### src/rtl/mips_multicycle_control.sv
// Main control FSM for a multicycle MIPS datapath.
// Steps each instruction through fetch, decode, execute, memory and writeback.
// It drives the datapath mux selects, the write enables and the 2-bit ALUOp
// used by the ALU-function decoder. Memory accesses wait on mem_ready.
module mips_multicycle_control #(
    parameter logic [5:0] OP_RTYPE = 6'b000000,
    parameter logic [5:0] OP_LW    = 6'b100011,
    parameter logic [5:0] OP_SW    = 6'b101011,
    parameter logic [5:0] OP_BEQ   = 6'b000100,
    parameter logic [5:0] OP_ADDI  = 6'b001000,
    parameter logic [5:0] OP_J     = 6'b000010
) (
    input  logic       clk,
    input  logic       reset,
    input  logic [5:0] opcode,
    input  logic       mem_ready,
    output logic       PCWrite,
    output logic       Branch,
    output logic       IorD,
    output logic       MemWrite,
    output logic       IRWrite,
    output logic       MemtoReg,
    output logic       RegDst,
    output logic       RegWrite,
    output logic       ALUSrcA,
    output logic [1:0] ALUSrcB,
    output logic [1:0] PCSrc,
    output logic [1:0] ALUOp,
    output logic [3:0] state,
    output logic       illegal_op
);

    // State encodings are visible on the debug port, so they are fixed.
    // Codes 12-15 are never entered from a legal path. If one is ever
    // reached, the FSM drives every output low and returns to FETCH.
    typedef enum logic [3:0] {
        S_FETCH   = 4'd0,
        S_DECODE  = 4'd1,
        S_MEMADR  = 4'd2,
        S_MEMRD   = 4'd3,
        S_MEMWB   = 4'd4,
        S_MEMWR   = 4'd5,
        S_EXECUTE = 4'd6,
        S_ALUWB   = 4'd7,
        S_BRANCH  = 4'd8,
        S_ADDIEX  = 4'd9,
        S_ADDIWB  = 4'd10,
        S_JUMP    = 4'd11
    } state_t;

    // ALU B operand selects
    localparam logic [1:0] SRCB_REG    = 2'b00;
    localparam logic [1:0] SRCB_FOUR   = 2'b01;
    localparam logic [1:0] SRCB_IMM    = 2'b10;
    localparam logic [1:0] SRCB_IMM_SH = 2'b11;

    // PC source selects
    localparam logic [1:0] PCSRC_ALU    = 2'b00;
    localparam logic [1:0] PCSRC_ALUOUT = 2'b01;
    localparam logic [1:0] PCSRC_JUMP   = 2'b10;

    // ALUOp codes for the function decoder
    localparam logic [1:0] ALUOP_ADD   = 2'b00;
    localparam logic [1:0] ALUOP_SUB   = 2'b01;
    localparam logic [1:0] ALUOP_FUNCT = 2'b10;

    state_t r_state;
    state_t w_next_state;
    logic   r_illegal_op;
    logic   w_set_illegal;

    // The opcode is decoded live from the instruction register.
    // IRWrite is low outside FETCH, so this value stays stable for the
    // whole instruction. MEMADR can therefore use it again to pick between
    // the read and write paths.
    logic w_is_rtype;
    logic w_is_lw;
    logic w_is_sw;
    logic w_is_beq;
    logic w_is_addi;
    logic w_is_j;

    assign w_is_rtype = (opcode == OP_RTYPE);
    assign w_is_lw    = (opcode == OP_LW);
    assign w_is_sw    = (opcode == OP_SW);
    assign w_is_beq   = (opcode == OP_BEQ);
    assign w_is_addi  = (opcode == OP_ADDI);
    assign w_is_j     = (opcode == OP_J);

    // State register and sticky illegal-opcode flag; reset wins over all transitions
    always_ff @(posedge clk) begin
        // NOTE: sequential state uses non-blocking assignments so every
        // register samples the values from before the edge. Blocking
        // assignments here would create order-dependent races.
        if (reset) begin
            r_state      <= S_FETCH;
            r_illegal_op <= 1'b0;
        end else begin
            r_state <= w_next_state;
            if (w_set_illegal) begin
                r_illegal_op <= 1'b1;
            end
        end
    end

    // Next-state selection and Moore outputs; FETCH gates IRWrite/PCWrite with mem_ready
    always_comb begin
        // NOTE: every signal driven in this block gets a default first.
        // Any state arm that leaves one out then falls back to 0 rather
        // than holding its old value, which would infer a latch.
        w_next_state  = S_FETCH;
        w_set_illegal = 1'b0;
        PCWrite       = 1'b0;
        Branch        = 1'b0;
        IorD          = 1'b0;
        MemWrite      = 1'b0;
        IRWrite       = 1'b0;
        MemtoReg      = 1'b0;
        RegDst        = 1'b0;
        RegWrite      = 1'b0;
        ALUSrcA       = 1'b0;
        ALUSrcB       = SRCB_REG;
        PCSrc         = PCSRC_ALU;
        ALUOp         = ALUOP_ADD;

        case (r_state)
            S_FETCH: begin
                // PC + 4 goes through the ALU. The IR and PC load only
                // once the instruction word is actually available.
                IorD    = 1'b0;
                ALUSrcA = 1'b0;
                ALUSrcB = SRCB_FOUR;
                ALUOp   = ALUOP_ADD;
                PCSrc   = PCSRC_ALU;
                IRWrite = mem_ready;
                PCWrite = mem_ready;
                w_next_state = mem_ready ? S_DECODE : S_FETCH;
            end

            S_DECODE: begin
                // Compute the branch target speculatively while the opcode is decoded
                ALUSrcA = 1'b0;
                ALUSrcB = SRCB_IMM_SH;
                ALUOp   = ALUOP_ADD;
                if (w_is_lw || w_is_sw) begin
                    w_next_state = S_MEMADR;
                end else if (w_is_rtype) begin
                    w_next_state = S_EXECUTE;
                end else if (w_is_beq) begin
                    w_next_state = S_BRANCH;
                end else if (w_is_addi) begin
                    w_next_state = S_ADDIEX;
                end else if (w_is_j) begin
                    w_next_state = S_JUMP;
                end else begin
                    w_next_state  = S_FETCH;
                    w_set_illegal = 1'b1;
                end
            end

            S_MEMADR: begin
                ALUSrcA = 1'b1;
                ALUSrcB = SRCB_IMM;
                ALUOp   = ALUOP_ADD;
                w_next_state = w_is_sw ? S_MEMWR : S_MEMRD;
            end

            S_MEMRD: begin
                IorD = 1'b1;
                w_next_state = mem_ready ? S_MEMWB : S_MEMRD;
            end

            S_MEMWB: begin
                RegDst   = 1'b0;
                MemtoReg = 1'b1;
                RegWrite = 1'b1;
                w_next_state = S_FETCH;
            end

            S_MEMWR: begin
                // The write request stays asserted until memory accepts it
                IorD     = 1'b1;
                MemWrite = 1'b1;
                w_next_state = mem_ready ? S_FETCH : S_MEMWR;
            end

            S_EXECUTE: begin
                ALUSrcA = 1'b1;
                ALUSrcB = SRCB_REG;
                ALUOp   = ALUOP_FUNCT;
                w_next_state = S_ALUWB;
            end

            S_ALUWB: begin
                RegDst   = 1'b1;
                MemtoReg = 1'b0;
                RegWrite = 1'b1;
                w_next_state = S_FETCH;
            end

            S_BRANCH: begin
                // Compare A and B by subtraction. The datapath qualifies
                // Branch with Zero to load the target computed in DECODE.
                ALUSrcA = 1'b1;
                ALUSrcB = SRCB_REG;
                ALUOp   = ALUOP_SUB;
                PCSrc   = PCSRC_ALUOUT;
                Branch  = 1'b1;
                w_next_state = S_FETCH;
            end

            S_ADDIEX: begin
                ALUSrcA = 1'b1;
                ALUSrcB = SRCB_IMM;
                ALUOp   = ALUOP_ADD;
                w_next_state = S_ADDIWB;
            end

            S_ADDIWB: begin
                RegDst   = 1'b0;
                MemtoReg = 1'b0;
                RegWrite = 1'b1;
                w_next_state = S_FETCH;
            end

            S_JUMP: begin
                PCSrc   = PCSRC_JUMP;
                PCWrite = 1'b1;
                w_next_state = S_FETCH;
            end

            default: begin
                // Unused encodings: outputs stay at their zero defaults
                w_next_state = S_FETCH;
            end
        endcase
    end

    assign state      = r_state;
    assign illegal_op = r_illegal_op;

    // Structural invariants of the control word
    a_pc_branch_excl : assert property (@(posedge clk) disable iff (reset) !(PCWrite && Branch));
    a_reg_mem_excl   : assert property (@(posedge clk) disable iff (reset) !(RegWrite && MemWrite));
    a_irwrite_fetch  : assert property (@(posedge clk) disable iff (reset) IRWrite |-> (r_state == S_FETCH));

endmodule

### config.mk
export PLATFORM = sky130hd
export DESIGN_NAME = mips_multicycle_control
export DESIGN_NICKNAME = d
export VERILOG_FILES = /design/src/rtl/mips_multicycle_control.sv
export SDC_FILE = /design/constraint.sdc
export NUM_CORES = 1
export LEC_CHECK = 0
export ABC_AREA = 0
export CORE_AREA = 4 4 41 43
export CTS_BUF_LIST = sky130_fd_sc_hd__clkbuf_2 sky130_fd_sc_hd__clkbuf_4 sky130_fd_sc_hd__clkbuf_8
export DETAILED_ROUTE_END_ITERATION = 7
export DIE_AREA = 0 0 45 47
export DONT_BUFFER_PORTS = 1
export PLACE_DENSITY = 0.64
export SLEW_MARGIN = 40
export SYNTH_ARGS = -nofsm -noshare
export SYNTH_HDL_FRONTEND = slang
export SYNTH_SLANG_ARGS = --single-unit
### constraint.sdc
create_clock -name clk -period 1.7 [get_ports clk]
set_clock_uncertainty 0.05 [all_clocks]
set_input_delay 0.17 -clock clk [delete_from_list [all_inputs] [get_ports clk]]
set_output_delay 0.17 -clock clk [all_outputs]
set_load 0.01 [all_outputs]
==> impl.org <==
** Outcome
- Run status :: complete, no violations

** Worst setup path
- The worst register-to-register path has a depth of 4.
- Along the worst path, the maximum fanout reaches 15.
- STA classifies the critical path startpoint as a flop.
- Among cell families on the critical path, the largest total delay comes from simple AND/OR/NAND/NOR gates.
- Data required time of the worst path :: 1.48 ns
- Worst Path Class, Setup :: flop to output port
- The worst register-to-register path has a setup slack of 0.31 ns.
- The slowest stage of the critical path belongs to the cell sky130_fd_sc_hd__dfxtp_2.
- For the worst setup path, the data arrival time is 1.39 ns.
- Crit end category :: output port
- Worst path bufs/invs :: 0
- The endpoint identified for the worst register-to-register timing path is state[2].
- Traced cell by cell, the critical path runs through nand2b_1 -> nor2_1 -> or2_2.
- In this run the critical register-to-register path is launched from state[2].
- The largest single stage delay on the critical path is 0.49 ns.
- Worst setup path startpoint :: state[2]

** Clocking
- Once the clock tree was built, the setup fixing pass inserted 0 buffers.
- The clock drives 5 sinks.
- Root buffer cell :: sky130_fd_sc_hd__clkbuf_4
- Longest Clk Path Bufs :: 2
- Clk slew on worst S/H paths :: 0.05 ns
- CTS tree :: yes
- In this run the number of H-tree levels came out at 1.
- The later pin in the worst-skew pair is clocked with a latency of 0.26 ns.
- Number of buffers added by the clock tree synthesis step :: 3

** Synth
- Post-synthesis area per instance :: 6.625 um^2
- Largest family of logic cells by synthesized area :: simple AND/OR/NAND/NOR gates
- Post-synthesis sequential area ratio :: 19.37%
- Synthesized cell area :: 516.7 um^2
- Gate count of the mapped netlist :: 78
- Multiplexer cells account for 0% of the synthesized area.
- Synthesized Nets :: 87
- Of the total synthesized cell area, the portion taken by full adders, half adders and majority gates is 0%.
- Main area contributors after synthesis :: sky130_fd_sc_hd__dfxtp_1 19%, sky130_fd_sc_hd__nor3_1 7.7%, sky130_fd_sc_hd__nor2_1 7.3%
- Count of flip-flops with a built-in enable after synthesis :: 0
- The synthesized netlist devotes 3.390% of its cell area to XOR and XNOR gates.
- Asr flop ratio synth :: 0%
- Largest area contributor in the synthesized netlist :: sky130_fd_sc_hd__dfxtp_1
- Most common cell in the synthesized netlist :: sky130_fd_sc_hd__nor2_1
- Counting flops and latches in the post-synthesis netlist gives 5.
- Compound-cell area share of the yosys netlist :: 25.67%
- In the synthesized netlist the dominant register cell turns out to be sky130_fd_sc_hd__dfxtp_1.
- Basic-gate share of the synthesized area counting and, or, nand and nor cells :: 41.40%
- During synthesis, Yosys emitted a total of 0 warnings.
- Post-synth top area share :: 19.37%
- Commonest cells in the synthesized netlist :: 10 x sky130_fd_sc_hd__nor2_1, 8 x sky130_fd_sc_hd__nor3_1, 6 x sky130_fd_sc_hd__nand2_1, 6 x sky130_fd_sc_hd__o21ai_0
- After synthesis, the netlist uses 26 different library cells.

** GRT
- All-layer global routing usage :: 14.07%
- Vias in the first global route :: 485
- The initial antenna violation count was 0.
- For this run, global-route usage on met2 was measured as 23.73%.
- After global routing the overflow that remains totals 0.
- Most heavily used metal layer in global routing :: met2
- Met3 capacity usage during global routing :: 4.215%
- The first global-routing pass estimated 2139 um of wire.
- Pin count of the biggest net entering global routing :: 16
- Global routing met1 resource utilization :: 15.49%

** Detailed routing
- The detailed router placed 560 vias in this run.
- For this run, design rule violations remaining after detail routing come to 0.
- Once detail routing completed, the nets flagged for antenna violations numbered 0.
- The first routing iteration left 16 violations.
- Post-Route WL :: 1400 um
- Routed via count divided by cell count :: 5.833
- Pre-Repair DR Iteration Count :: 4
- Dividing the detail-routed wire length by the instance count gives 14.58 um.

** Placed design
- Dpl cell area :: 524.3 um^2
- RD Place Congestion :: 0.7772
- Detailed Place HPWL :: 1024 um
- In this run the tool buffered the top-level ports with 0 buffer cells.

** STA
- Final critical-path required period :: 1.611 ns
- Setup total negative slack :: 0 ns
- Top achievable clock speed :: 0.6209 GHz
- For the pin with the worst max-slew slack, the measured transition is 0.3661 ns.
- Headroom to the max-slew limit came out at 75.34%.
- Period utilisation layout :: 94.74%
- Setup repair after global routing left no endpoint under its margin.
- Final setup violation count :: 0
- The number of max-slew violations in the final report came to 0.
- The number of hold violations in the final report was 0.

** Floorplan
- The floorplan step set the die height to 47 um.
- The region available for standard cell placement spans 1301 um^2.
- The floorplan step set the die width to 45 um.
- Once the floorplan was initialized, standard cells occupied 39.71% of the core.
- During I/O placement, the number of pins put on the boundary was 29.
- The floorplan has 13 rows.
- The floorplan step defined a die boundary enclosing 2115 um^2.

** Min path
- Worst min-delay path endpoint :: state[2]
- In this run the worst hold path is classified as input port to flop.
- Hold Path Origin :: opcode[3]
- Worst hold path stage count :: 3

** Pwr
- Power Density :: 606.6 nW/um^2
- Maximum VDD drop :: 0.0001782 V
- Summed over all cells, the static leakage comes to 0.1945 nW.

** Cells and area
- The post-route netlist has 20.99% of its cells at a drive strength greater than 1.
- Layout Cell Area excl Fill :: 574.3 um^2
- Diode count :: 0
- From synthesis to final layout, the design area changed by 11.14%.
- In the final design database the tool counted 91 nets.

** Run
- The tool flagged a number of max-cap violations equal to 0.
## layer usage
metal | share of wire, % | routed length [um] | up-vias
met1 | 38 | 529 | 253
met4 | 1.7 | 24 | 0
met3 | 8.4 | 117 | 2
li1 | - | - | 282
met5 | 0 | 0 | -
met2 | 52 | 728 | 23
## how the worst max path moves through the flow
stage | slack (ns) | to | cells past startpoint
6_report | 0.09 | PCWrite | 3
5_1_grt | 0.02 | PCWrite | 3
4_1_cts | 0.02 | PCWrite | 3
3_5_place_dp | 0.18 | PCWrite | 3
3_3_place_gp | 0.20 | PCWrite | 3
2_1_floorplan | 0.33 | PCWrite | 5
## through the flow
step / setup slack (ns) / hold WS (ns) / power, mW / instances / utilization (%)
3_3_place_gp: 0.2013 / 0.1934 / 0.1811 / 91 / 40.29
5_1_grt: 0.01557 / 0.05513 / 0.3651 / 96 / 44.13
2_1_floorplan: 0.3275 / 0.1924 / 0.1751 / 78 / -
3_5_place_dp: 0.1781 / 0.1952 / 0.1812 / 91 / 40.29
6_report: 0.08941 / 0.06464 / 0.3484 / 96 / 44.13
4_1_cts: 0.02385 / 0.05980 / 0.3494 / 96 / 43.56
## cell families after synthesis
group | Yosys count
and+or+nand+nor | 41
AOI/OAI and AO/OA | 21
buffers and inverters | 9
DFF | 5
xor gates and xnor gates | 2
## power by group
part / internal (mW) / switching [mW] / leakage (nW)
Combinational: 0.0224 / 0.0300 / 0.134
Clock: 0.105 / 0.0602 / 0.0184
Sequential: 0.122 / 0.00823 / 0.0426
Total: 0.250 / 0.0985 / 0.195
## cell usage in the layout (no fill, tap or decap), types with 4 or more instances in the layout
cell                       count
sky130_fd_sc_hd__o21ai_0       6
sky130_fd_sc_hd__nand2_1       6
sky130_fd_sc_hd__clkbuf_4      4
sky130_fd_sc_hd__dfxtp_2       4
sky130_fd_sc_hd__nor3_1        7
sky130_fd_sc_hd__buf_4         4
sky130_fd_sc_hd__nand2b_1      5
sky130_fd_sc_hd__nor2_1       10
sky130_fd_sc_hd__a21oi_1       5
## worst min-delay path, stage by stage
cell                      delay (ns)
sky130_fd_sc_hd__nor2_1         0.02
sky130_fd_sc_hd__nand2_1        0.06
sky130_fd_sc_hd__a31oi_1        0.08
## state kept, by name, indices dropped and copies added, names as in the netlist
name / count
state: 4
illegal_op: 1
## final cells by class
type / count / area [um^2]
Fill cell: 143 / 726.9
Timing Repair Buffer: 5 / 40.04
Multi-Input combinational cell: 64 / 369.1
Tap cell: 15 / 18.77
Inverter: 3 / 11.26
Clock buffer: 4 / 30.03
Sequential cell: 5 / 105.1
## timing repair
action / in CTS / in global routing
resized for setup: 2 / 3
setup endpoints to repair: 1 / 3
hold buffers: 1 / 0
hold endpoints to repair: 2 / 0
Power figures use the tool's default switching activity.
